**src/rtl/ahf_risc521_pkg.sv**
```systemverilog
// Shared RISC521 definitions: core word width and the mailbox-link side FSM encoding.
package ahf_risc521_pkg;

    localparam int WORD_W = 14;

    typedef enum logic [1:0] {
        LK_IDLE   = 2'b00,
        LK_WR_ACK = 2'b01,
        LK_RD_ACK = 2'b10
    } lk_state_e;

endpackage

```
**src/rtl/ahf_link_fifo_v.sv**
```systemverilog
// One-direction mailbox FIFO: register array with head-of-queue output and a word count.
// The head is visible combinationally; a word pushed at an edge is poppable from the next edge.
module ahf_link_fifo_v #(
    parameter int WIDTH  = 14,
    parameter int DEPTH  = 4,
    parameter int ADDR_W = 2
) (
    input  logic              Clk_pin0,
    input  logic              Reset_pin,
    input  logic              push,
    input  logic              pop,
    input  logic [WIDTH-1:0]  din,
    output logic [WIDTH-1:0]  dout,
    output logic [ADDR_W:0]   count,
    output logic              full,
    output logic              empty
);

    logic [WIDTH-1:0]  mem [DEPTH];
    logic [ADDR_W-1:0] wr_ptr;
    logic [ADDR_W-1:0] rd_ptr;
    logic              do_push;
    logic              do_pop;

    assign full    = (count == (ADDR_W+1)'(DEPTH));
    assign empty   = (count == '0);
    // A push on full is only safe when the head leaves at the same edge; no bypass on empty.
    assign do_push = push && (!full || pop);
    assign do_pop  = pop && !empty;
    assign dout    = mem[rd_ptr];

    always_ff @(posedge Clk_pin0) begin
        if (do_push) begin
            mem[wr_ptr] <= din;
        end
    end

    always_ff @(posedge Clk_pin0 or negedge Reset_pin) begin
        if (!Reset_pin) begin
            wr_ptr <= '0;
            rd_ptr <= '0;
            count  <= '0;
        end else begin
            if (do_push) begin
                wr_ptr <= wr_ptr + ADDR_W'(1);
            end
            if (do_pop) begin
                rd_ptr <= rd_ptr + ADDR_W'(1);
            end
            case ({do_push, do_pop})
                2'b10:   count <= count + (ADDR_W+1)'(1);
                2'b01:   count <= count - (ADDR_W+1)'(1);
                default: count <= count;
            endcase
        end
    end

endmodule

```
**src/rtl/ahf_core_link_v.sv**
```systemverilog
// Bidirectional mailbox link between two RISC521 cores: one FIFO per direction and a
// request/done handshake FSM per side that performs exactly one push or pop per request level.
module ahf_core_link_v
    import ahf_risc521_pkg::*;
#(
    parameter int WIDTH  = WORD_W,
    parameter int DEPTH  = 4,
    parameter int ADDR_W = 2
) (
    input  logic              Clk_pin0,
    input  logic              Reset_pin,
    input  logic              a_write,
    input  logic              a_read,
    input  logic [WIDTH-1:0]  a_wdata,
    output logic [WIDTH-1:0]  a_rdata,
    output logic              a_done,
    input  logic              b_write,
    input  logic              b_read,
    input  logic [WIDTH-1:0]  b_wdata,
    output logic [WIDTH-1:0]  b_rdata,
    output logic              b_done,
    output logic [ADDR_W:0]   a2b_count,
    output logic [ADDR_W:0]   b2a_count
);

    lk_state_e        a_state, a_state_nxt;
    lk_state_e        b_state, b_state_nxt;
    logic             a_push, a_pop, b_push, b_pop;
    logic             ab_full, ab_empty, ba_full, ba_empty;
    logic [WIDTH-1:0] ab_head, ba_head;

    ahf_link_fifo_v #(.WIDTH(WIDTH), .DEPTH(DEPTH), .ADDR_W(ADDR_W)) u_a2b (
        .Clk_pin0 (Clk_pin0),
        .Reset_pin(Reset_pin),
        .push     (a_push),
        .pop      (b_pop),
        .din      (a_wdata),
        .dout     (ab_head),
        .count    (a2b_count),
        .full     (ab_full),
        .empty    (ab_empty)
    );

    ahf_link_fifo_v #(.WIDTH(WIDTH), .DEPTH(DEPTH), .ADDR_W(ADDR_W)) u_b2a (
        .Clk_pin0 (Clk_pin0),
        .Reset_pin(Reset_pin),
        .push     (b_push),
        .pop      (a_pop),
        .din      (b_wdata),
        .dout     (ba_head),
        .count    (b2a_count),
        .full     (ba_full),
        .empty    (ba_empty)
    );

    // Write outranks read: a stalled write also blocks a pending read on that side.
    always_comb begin
        a_state_nxt = a_state;
        a_push      = 1'b0;
        a_pop       = 1'b0;
        case (a_state)
            LK_IDLE: begin
                if (a_write) begin
                    if (!ab_full) begin
                        a_push      = 1'b1;
                        a_state_nxt = LK_WR_ACK;
                    end
                end else if (a_read && !ba_empty) begin
                    a_pop       = 1'b1;
                    a_state_nxt = LK_RD_ACK;
                end
            end
            LK_WR_ACK: if (!a_write) a_state_nxt = LK_IDLE;
            LK_RD_ACK: if (!a_read)  a_state_nxt = LK_IDLE;
            default:   a_state_nxt = LK_IDLE;
        endcase
    end

    always_comb begin
        b_state_nxt = b_state;
        b_push      = 1'b0;
        b_pop       = 1'b0;
        case (b_state)
            LK_IDLE: begin
                if (b_write) begin
                    if (!ba_full) begin
                        b_push      = 1'b1;
                        b_state_nxt = LK_WR_ACK;
                    end
                end else if (b_read && !ab_empty) begin
                    b_pop       = 1'b1;
                    b_state_nxt = LK_RD_ACK;
                end
            end
            LK_WR_ACK: if (!b_write) b_state_nxt = LK_IDLE;
            LK_RD_ACK: if (!b_read)  b_state_nxt = LK_IDLE;
            default:   b_state_nxt = LK_IDLE;
        endcase
    end

    // Done is low exactly while the side sits in an acknowledge state.
    always_ff @(posedge Clk_pin0 or negedge Reset_pin) begin
        if (!Reset_pin) begin
            a_state <= LK_IDLE;
            b_state <= LK_IDLE;
            a_done  <= 1'b1;
            b_done  <= 1'b1;
            a_rdata <= '0;
            b_rdata <= '0;
        end else begin
            a_state <= a_state_nxt;
            b_state <= b_state_nxt;
            a_done  <= (a_state_nxt == LK_IDLE);
            b_done  <= (b_state_nxt == LK_IDLE);
            if (a_pop) begin
                a_rdata <= ba_head;
            end
            if (b_pop) begin
                b_rdata <= ab_head;
            end
        end
    end

endmodule

```
**config.mk**
```make
export PLATFORM = sky130hd
export DESIGN_NAME = ahf_core_link_v
export DESIGN_NICKNAME = d
export VERILOG_FILES = /design/src/rtl/ahf_risc521_pkg.sv /design/src/rtl/ahf_link_fifo_v.sv /design/src/rtl/ahf_core_link_v.sv
export SDC_FILE = /design/constraint.sdc
export NUM_CORES = 1
export LEC_CHECK = 0
export BUFFER_PORTS_ARGS = -buffer_cell sky130_fd_sc_hd__buf_4
export CAP_MARGIN = 20
export CORE_MARGIN = 5
export CORE_UTILIZATION = 58
export DETAILED_ROUTE_END_ITERATION = 7
export GPL_TIMING_DRIVEN = 1
export PLACE_DENSITY = 0.77
export REMOVE_ABC_BUFFERS = 1
export SYNTH_ARGS = -nofsm -noshare
export SYNTH_HDL_FRONTEND = slang
export SYNTH_HIERARCHICAL = 1
export SYNTH_SLANG_ARGS = --single-unit
```
**constraint.sdc**
```tcl
create_clock -name Clk_pin0 -period 3.38 [get_ports Clk_pin0]
set_input_delay 0 -clock Clk_pin0 [delete_from_list [all_inputs] [get_ports Clk_pin0]]
set_output_delay 0 -clock Clk_pin0 [all_outputs]
set_load 0.02 [all_outputs]
```
Word-level counts from Yosys, hierarchy flattened
Memory sizes are Yosys's and may differ from the RTL's. A register that Yosys moved wholly into a read port is not among the register bits.
Cells that the tools add are included.
{ "totals": {"out_inout_bits": 36, "regBits": 20, "elab_cells": 82, "in_bits": 34, "n_memories": 2, "latchBits": 0, "mem_bits_rw": 112, "mem_bits_ro": 0} }
{ "op_classes": {"n_shift": 0, "add_sub_neg": 8, "n_eq_ne": 10, "n_reduce_logical": 22, "mul": 0, "bitwise": 0, "n_lt_le_gt_ge": 0, "muxes": 30, "n_div": 0} }
{ "memory_table": {"columns": ["memory", "words", "word_bits", "rd", "rd_ports_with_merged_regs", "write_ports", "line", "source"], "rows": [
  ["u_a2b.mem", 4, 14, 1, 1, 1, "ahf_link_fifo_v.sv:19", "logic [WIDTH-1:0] mem [DEPTH];"],
  ["u_b2a.mem", 4, 14, 1, 1, 1, "ahf_link_fifo_v.sv:19", null]
]} }
{ "op_table": {"columns": ["cell", "n"], "rows": [
  ["2-to-1 mux 2 bit", 10],
  ["2-to-1 mux 1 bit", 16],
  ["one-hot mux 2 bit (3 select lines)", 2],
  ["one-hot mux 3 bit (2 select lines)", 2],
  ["adder 2 x 1 -> 2 bit, second input constant", 4],
  ["== test 2 x 1 -> 1 bit, second input constant", 4],
  ["== test 2 bit, second input constant", 4],
  ["logical NOT 2 bit", 4],
  ["adder 3 x 1 -> 3 bit, second input constant", 2],
  ["== test 3 bit, second input constant", 2],
  ["logical AND 1 bit", 6],
  ["logical NOT 1 bit", 6],
  ["logical NOT 3 bit", 2],
  ["subtractor 3 x 1 -> 3 bit, second input constant", 2],
  ["nonzero test 2 bit", 2],
  ["logical OR 1 bit", 2]
]} }

Depth between registers and ports, before layout
{ "depth": {"word_depth": 10, "ltp_mapped": 11, "mapped_depth_nobuf": 11} }

Cells and area by module
The synthesis kept the hierarchy.
{ "modules_own_cells": {"columns": ["module", "area_per_inst_um2", "n_inst", "cells_each", "seq_area_each_um2"], "rows": [
  ["ahf_link_fifo_v", 2452.4, 2, 111, 1856.8],
  ["ahf_core_link_v", 1328.8, 1, 80, 853.3]
]} }

Worst setup path after synthesis
Ideal clock, no wire load.
{ "synth_path": {"kind": "register to register", "start": "register u_a2b.count[0]", "end": "register u_a2b.count[2]", "path_buffers": 1, "path_stages_with_launch": 11, "period_less_slack_ns": 2.531, "setup_ns": 0.080, "arrival_time_ns": 2.452, "required_ns": 3.300, "slack_ns": 0.849, "cell_sequence": "dfrtp_1 nor3_1 nor4b_4 buf_6 o31a_2 ha_1 inv_1 fa_1 xor2_1 nor2_1 xor2_1"} }
{ "synth_between": {"word_cells_on_any_way": 20, "cone_classes": "add/sub: 2; eq/ne: 3; mux: 7; reduce/logical: 8"} }
{ "synth_lines": {"columns": ["element", "line", "source"], "rows": [
  ["start: declaration", "ahf_link_fifo_v.sv:14", "output logic [ADDR_W:0] count,"],
  ["start signal: assignment", "ahf_link_fifo_v.sv:51", "2'b10: count <= count + (ADDR_W+1)'(1);"],
  ["start signal: assignment", "ahf_link_fifo_v.sv:52", "2'b01: count <= count - (ADDR_W+1)'(1);"],
  ["start signal: assignment", "ahf_link_fifo_v.sv:53", "default: count <= count;"],
  ["logical NOT 3 bit (*)", "ahf_link_fifo_v.sv:26", "assign empty = (count == '0);"],
  ["net ab_empty", "ahf_core_link_v.sv:29", "logic ab_full, ab_empty, ba_full, ba_empty;"],
  ["logical NOT 1 bit (*)", "ahf_core_link_v.sv:90", "end else if (b_read && !ab_empty) begin"],
  ["logical AND 1 bit (*)", "ahf_core_link_v.sv:90", null],
  ["2-to-1 mux 1 bit (*)", "ahf_core_link_v.sv:90", null],
  ["2-to-1 mux 1 bit (*)", "ahf_core_link_v.sv:85", "if (b_write) begin"],
  ["2-to-1 mux 1 bit (*)", "ahf_core_link_v.sv:83", "case (b_state)"],
  ["net b_pop", "ahf_core_link_v.sv:28", "logic a_push, a_pop, b_push, b_pop;"],
  ["logical AND 1 bit (*)", "ahf_link_fifo_v.sv:29", "assign do_pop = pop && !empty;"],
  ["net u_a2b.do_pop", "ahf_link_fifo_v.sv:23", "logic do_pop;"],
  ["== test 2 x 1 -> 1 bit or == test 2 bit (tied branches)", "ahf_link_fifo_v.sv:50", "case ({do_push, do_pop})"],
  ["one-hot mux 3 bit (2 select lines) or nonzero test 2 bit (tied branches)", null, null]
]} }
Mark *: on every way through the listed nets, which the timed path passes. The rest lies on a longest branch.
A chain may end at the register's enable or synchronous reset.

Worst setup path after layout
{ "layout_path": {"start": "register u_a2b.count[0]", "end": "register u_a2b.count[2]"} }
{ "layout_between": {"word_cells_on_any_way": 20, "cone_classes": "add/sub: 2; eq/ne: 3; mux: 7; reduce/logical: 8"} }
{ "layout_lines": {"columns": ["element", "line"], "rows": [
  ["logical NOT 3 bit (*)", "ahf_link_fifo_v.sv:26"],
  ["net ab_empty", "ahf_core_link_v.sv:29"],
  ["logical NOT 1 bit (*)", "ahf_link_fifo_v.sv:29, ahf_core_link_v.sv:90"],
  ["logical AND 1 bit", "ahf_core_link_v.sv:90"],
  ["2-to-1 mux 1 bit", "ahf_core_link_v.sv:90"],
  ["2-to-1 mux 1 bit", "ahf_core_link_v.sv:85"],
  ["2-to-1 mux 1 bit", "ahf_core_link_v.sv:83"],
  ["logical AND 1 bit (*)", "ahf_link_fifo_v.sv:29"],
  ["net u_a2b.do_pop", "ahf_link_fifo_v.sv:23"],
  ["== test 2 x 1 -> 1 bit or == test 2 bit (tied branches)", "ahf_link_fifo_v.sv:50"],
  ["one-hot mux 3 bit (2 select lines) or nonzero test 2 bit (tied branches)", null]
]} }
Marks and branches as above.

==> reports/summary.txt <==
outcome - finished, final reports clean
family with the most delay on the worst path - simple AND/OR/NAND/NOR gates
initial antenna violation count - 0
num rows - 37
DRT Wirelength - 10700 um
vias - 3059
Avg Inst Size Synth - 20.6 sq um
pwr/cell area - 853 nW/um^2
max-cap violations - 0
Port Buffers - 69
Reg clk slew, reported paths - 0.06 ns
WL/cell - 18.8 um
Setup crit end kind - register
vias in the first global route - 3376
CP max stage delay - 0.43 ns
Worst Path Max Fanout - 15
skew final - 0.00585 ns
P_leak - 2.96 nW
Sink Count - 160
fraction of registers with async set/reset - 30.0%
worst endpoint data arrival time - 2.99 ns
residual DRC count - 0
dpl hpwl - 6390 um
core region area - 10400 sq um
flops & latches, synth - 160
min Tclk post-route - 2.55 ns
Post-DP Area - 6890 sq um
VDD IR-drop max - 0.468 mV
Cells after Synth - 302
Initial Utilization - 59.8%
sequential cell area fraction in the yosys report - 73.3%
main flop type after synthesis - edfxtp_1
Post-Syn Area - 6230 sq um
CP bufs+invs - 2
layout cells sized above 1 - 41.3%
Synth top area share - 54.0%
Hold WS - 0.0599 ns
fmax - 393 MHz
crit-path cells - nor3_1 > nor4b_4 > buf_4 > o31a_2 > ha_1 > inv_1 > fa_1 > xor2_1 > nor2_1 > xor2_1
Final Cell Area - 7770 sq um
RSZ-0062 raised after global routing - false
Setup CP Type - reg -> reg
nets - 464
Synth Warn # - 6
Antenna Cells - 0
GRT Total Usage - 18.4%
Routed Antenna Nets - 0
slowest stage cell, crit path - dfrtp_1
largest net degree at the start of global routing - 49
slew margin rel. - 34.3%
die area - 12900 sq um
total power - 6.63 mW
CP Launch Type - register
1st-pass router iterations - 4
post-CTS sizing - 0
die width - 114 um
final count of pins violating max slew - 0
Slew @ Worst Pin - 0.986 ns
die height - 114 um
Post-CTS Setup Inserts - 0
vias per inst - 5.40
RePlAce Congestion - 0.677
Yosys top cell by area - edfxtp_1
fin crit share - 75.3%
1st-iter DRT viols - 199
CTS max path bufs - 2
H-tree levels - 4
Crit path depth - 10
ranking of synthesized cells by area - edfxtp_1 54%, dfrtp_1 18%, mux4_2 10%
Hold WC Path Type - in -> async
I/O pin count - 70
R2R depth - 10
grt ovf - 0
CTS tree - done
synth cell count leaders - 112 x edfxtp_1, 46 x dfrtp_1, 28 x mux2_2, 28 x mux4_2, 16 x inv_1
area growth from synthesis to layout - 24.7%
EDFF count, synth - 112
total CTS buffers - 17
clk_lat worst skew - 0.52 ns
TNS Setup - 0 ns
Yosys cell types - 28
Finish-stage setup viols - 0
most frequent CP cell - xor2_1
CP required - 3.82 ns
root buffer selected by CTS - clkbuf_8
most frequent cell after synthesis - edfxtp_1
global-route wire length before repair - 17700 um
Final Hold Vio Count - 0
final timing paths:
check                               start               to  slack (ns)
min in group Clk_pin0          b_wdata[8]  u_b2a/mem[2][8]        0.22
hold / removal                  Reset_pin       a_rdata[3]        0.06
setup reg to reg           u_a2b/count[0]   u_a2b/count[2]        0.83
hold reg to reg                b_rdata[2]       b_rdata[2]        0.51
max in group asynchronous       Reset_pin       b_rdata[4]        2.88
setup / recovery           u_a2b/count[0]   u_a2b/count[2]        0.83
report_power, final:
| part | switching [mW] | leakage (nW) | total, mW | internal (mW) |
|---|---|---|---|---|
| registers | 0.423 | 1.58 | 3.01 | 2.58 |
| logic | 0.842 | 1.11 | 1.86 | 1.01 |
| clock network | 0.705 | 0.265 | 1.77 | 1.06 |
flip-flops by register name, indices dropped and copies added, names as in the netlist:
signal / count
u_b2a/mem: 56
b_state: 2
a_state: 2
u_b2a/rd_ptr: 2
u_a2b/mem: 56
a_rdata: 14
b_done: 1
b_rdata: 14
u_a2b/rd_ptr: 2
u_a2b/count: 3
a_done: 1
u_a2b/wr_ptr: 2
u_b2a/count: 3
u_b2a/wr_ptr: 2
metrics by stage:
stage               setup WS, ns  std cells  util (%)
finish                     0.834        567      74.6
global route               0.638        567      74.6
global placement           0.898        502      66.1
detailed placement         0.838        502      66.1
floorplan                  0.642        294         -
CTS                        0.822        567      74.6
what timing repair did:
item / CTS / global route
hold endpoints to repair: 166 / 0
hold buffers: 33 / 0
setup endpoints to repair: 0 / 0
routing by layer:
metal  routed length, um  part of all wire (%)  global-route usage (%)  vias to the layer above
li1                    -                     -                       -                     1396
met1                4510                    42                    24.1                     1580
met2                5610                    52                    30.3                       74
met3                 441                   4.1                    4.72                        9
met4                 117                   1.1                    6.01                        0
met5                   0                     0                       0                        -
final cells by class:
type | instances | area (sq um)
Clock buffer | 21 | 439
Inverter | 16 | 60.1
Tap cell | 136 | 170
Multi-Input combinational cell | 118 | 1550
Sequential cell | 160 | 4570
Clock inverter | 11 | 115
Timing Repair Buffer | 105 | 871
Fill cell | 598 | 2650
cells in the final DEF, fill, tap and decap left out:
| cell type | count |
|---|---|
| a211oi_1 | 2 |
| a21o_2 | 2 |
| a21oi_1 | 2 |
| and2_2 | 8 |
| buf_4 | 72 |
| bufinv_16 | 2 |
| clkbuf_1 | 3 |
| clkbuf_16 | 16 |
| clkbuf_8 | 2 |
| clkinv_1 | 1 |
| clkinv_2 | 4 |
| clkinv_4 | 1 |
| clkinvlp_4 | 3 |
| dfrtp_1 | 46 |
| dfstp_2 | 2 |
| dlygate4sd3_1 | 33 |
| edfxtp_1 | 112 |
| fa_1 | 2 |
| ha_1 | 10 |
| inv_1 | 16 |
| mux2_2 | 28 |
| mux2_4 | 2 |
| mux2i_1 | 2 |
| mux4_2 | 28 |
| nand2_1 | 2 |
| nand2b_1 | 2 |
| nor2_1 | 2 |
| nor2b_2 | 2 |
| nor3_1 | 4 |
| nor4b_4 | 2 |
| o21a_4 | 2 |
| o31a_2 | 2 |
| or3b_1 | 2 |
| xnor2_1 | 6 |
| xor2_1 | 6 |
kinds of logic after synthesis:
kind of cell	synth area share, %
AO/OA/AOI/OAI	1.49
XOR/XNOR	1.69
adder cells (fa/ha/maj)	2.65
buffers and inverters	1.89
flip-flops	73.3
multiplexers	16.0
AND/OR/NAND/NOR	3.05
(Power assumes the default switching activity.)
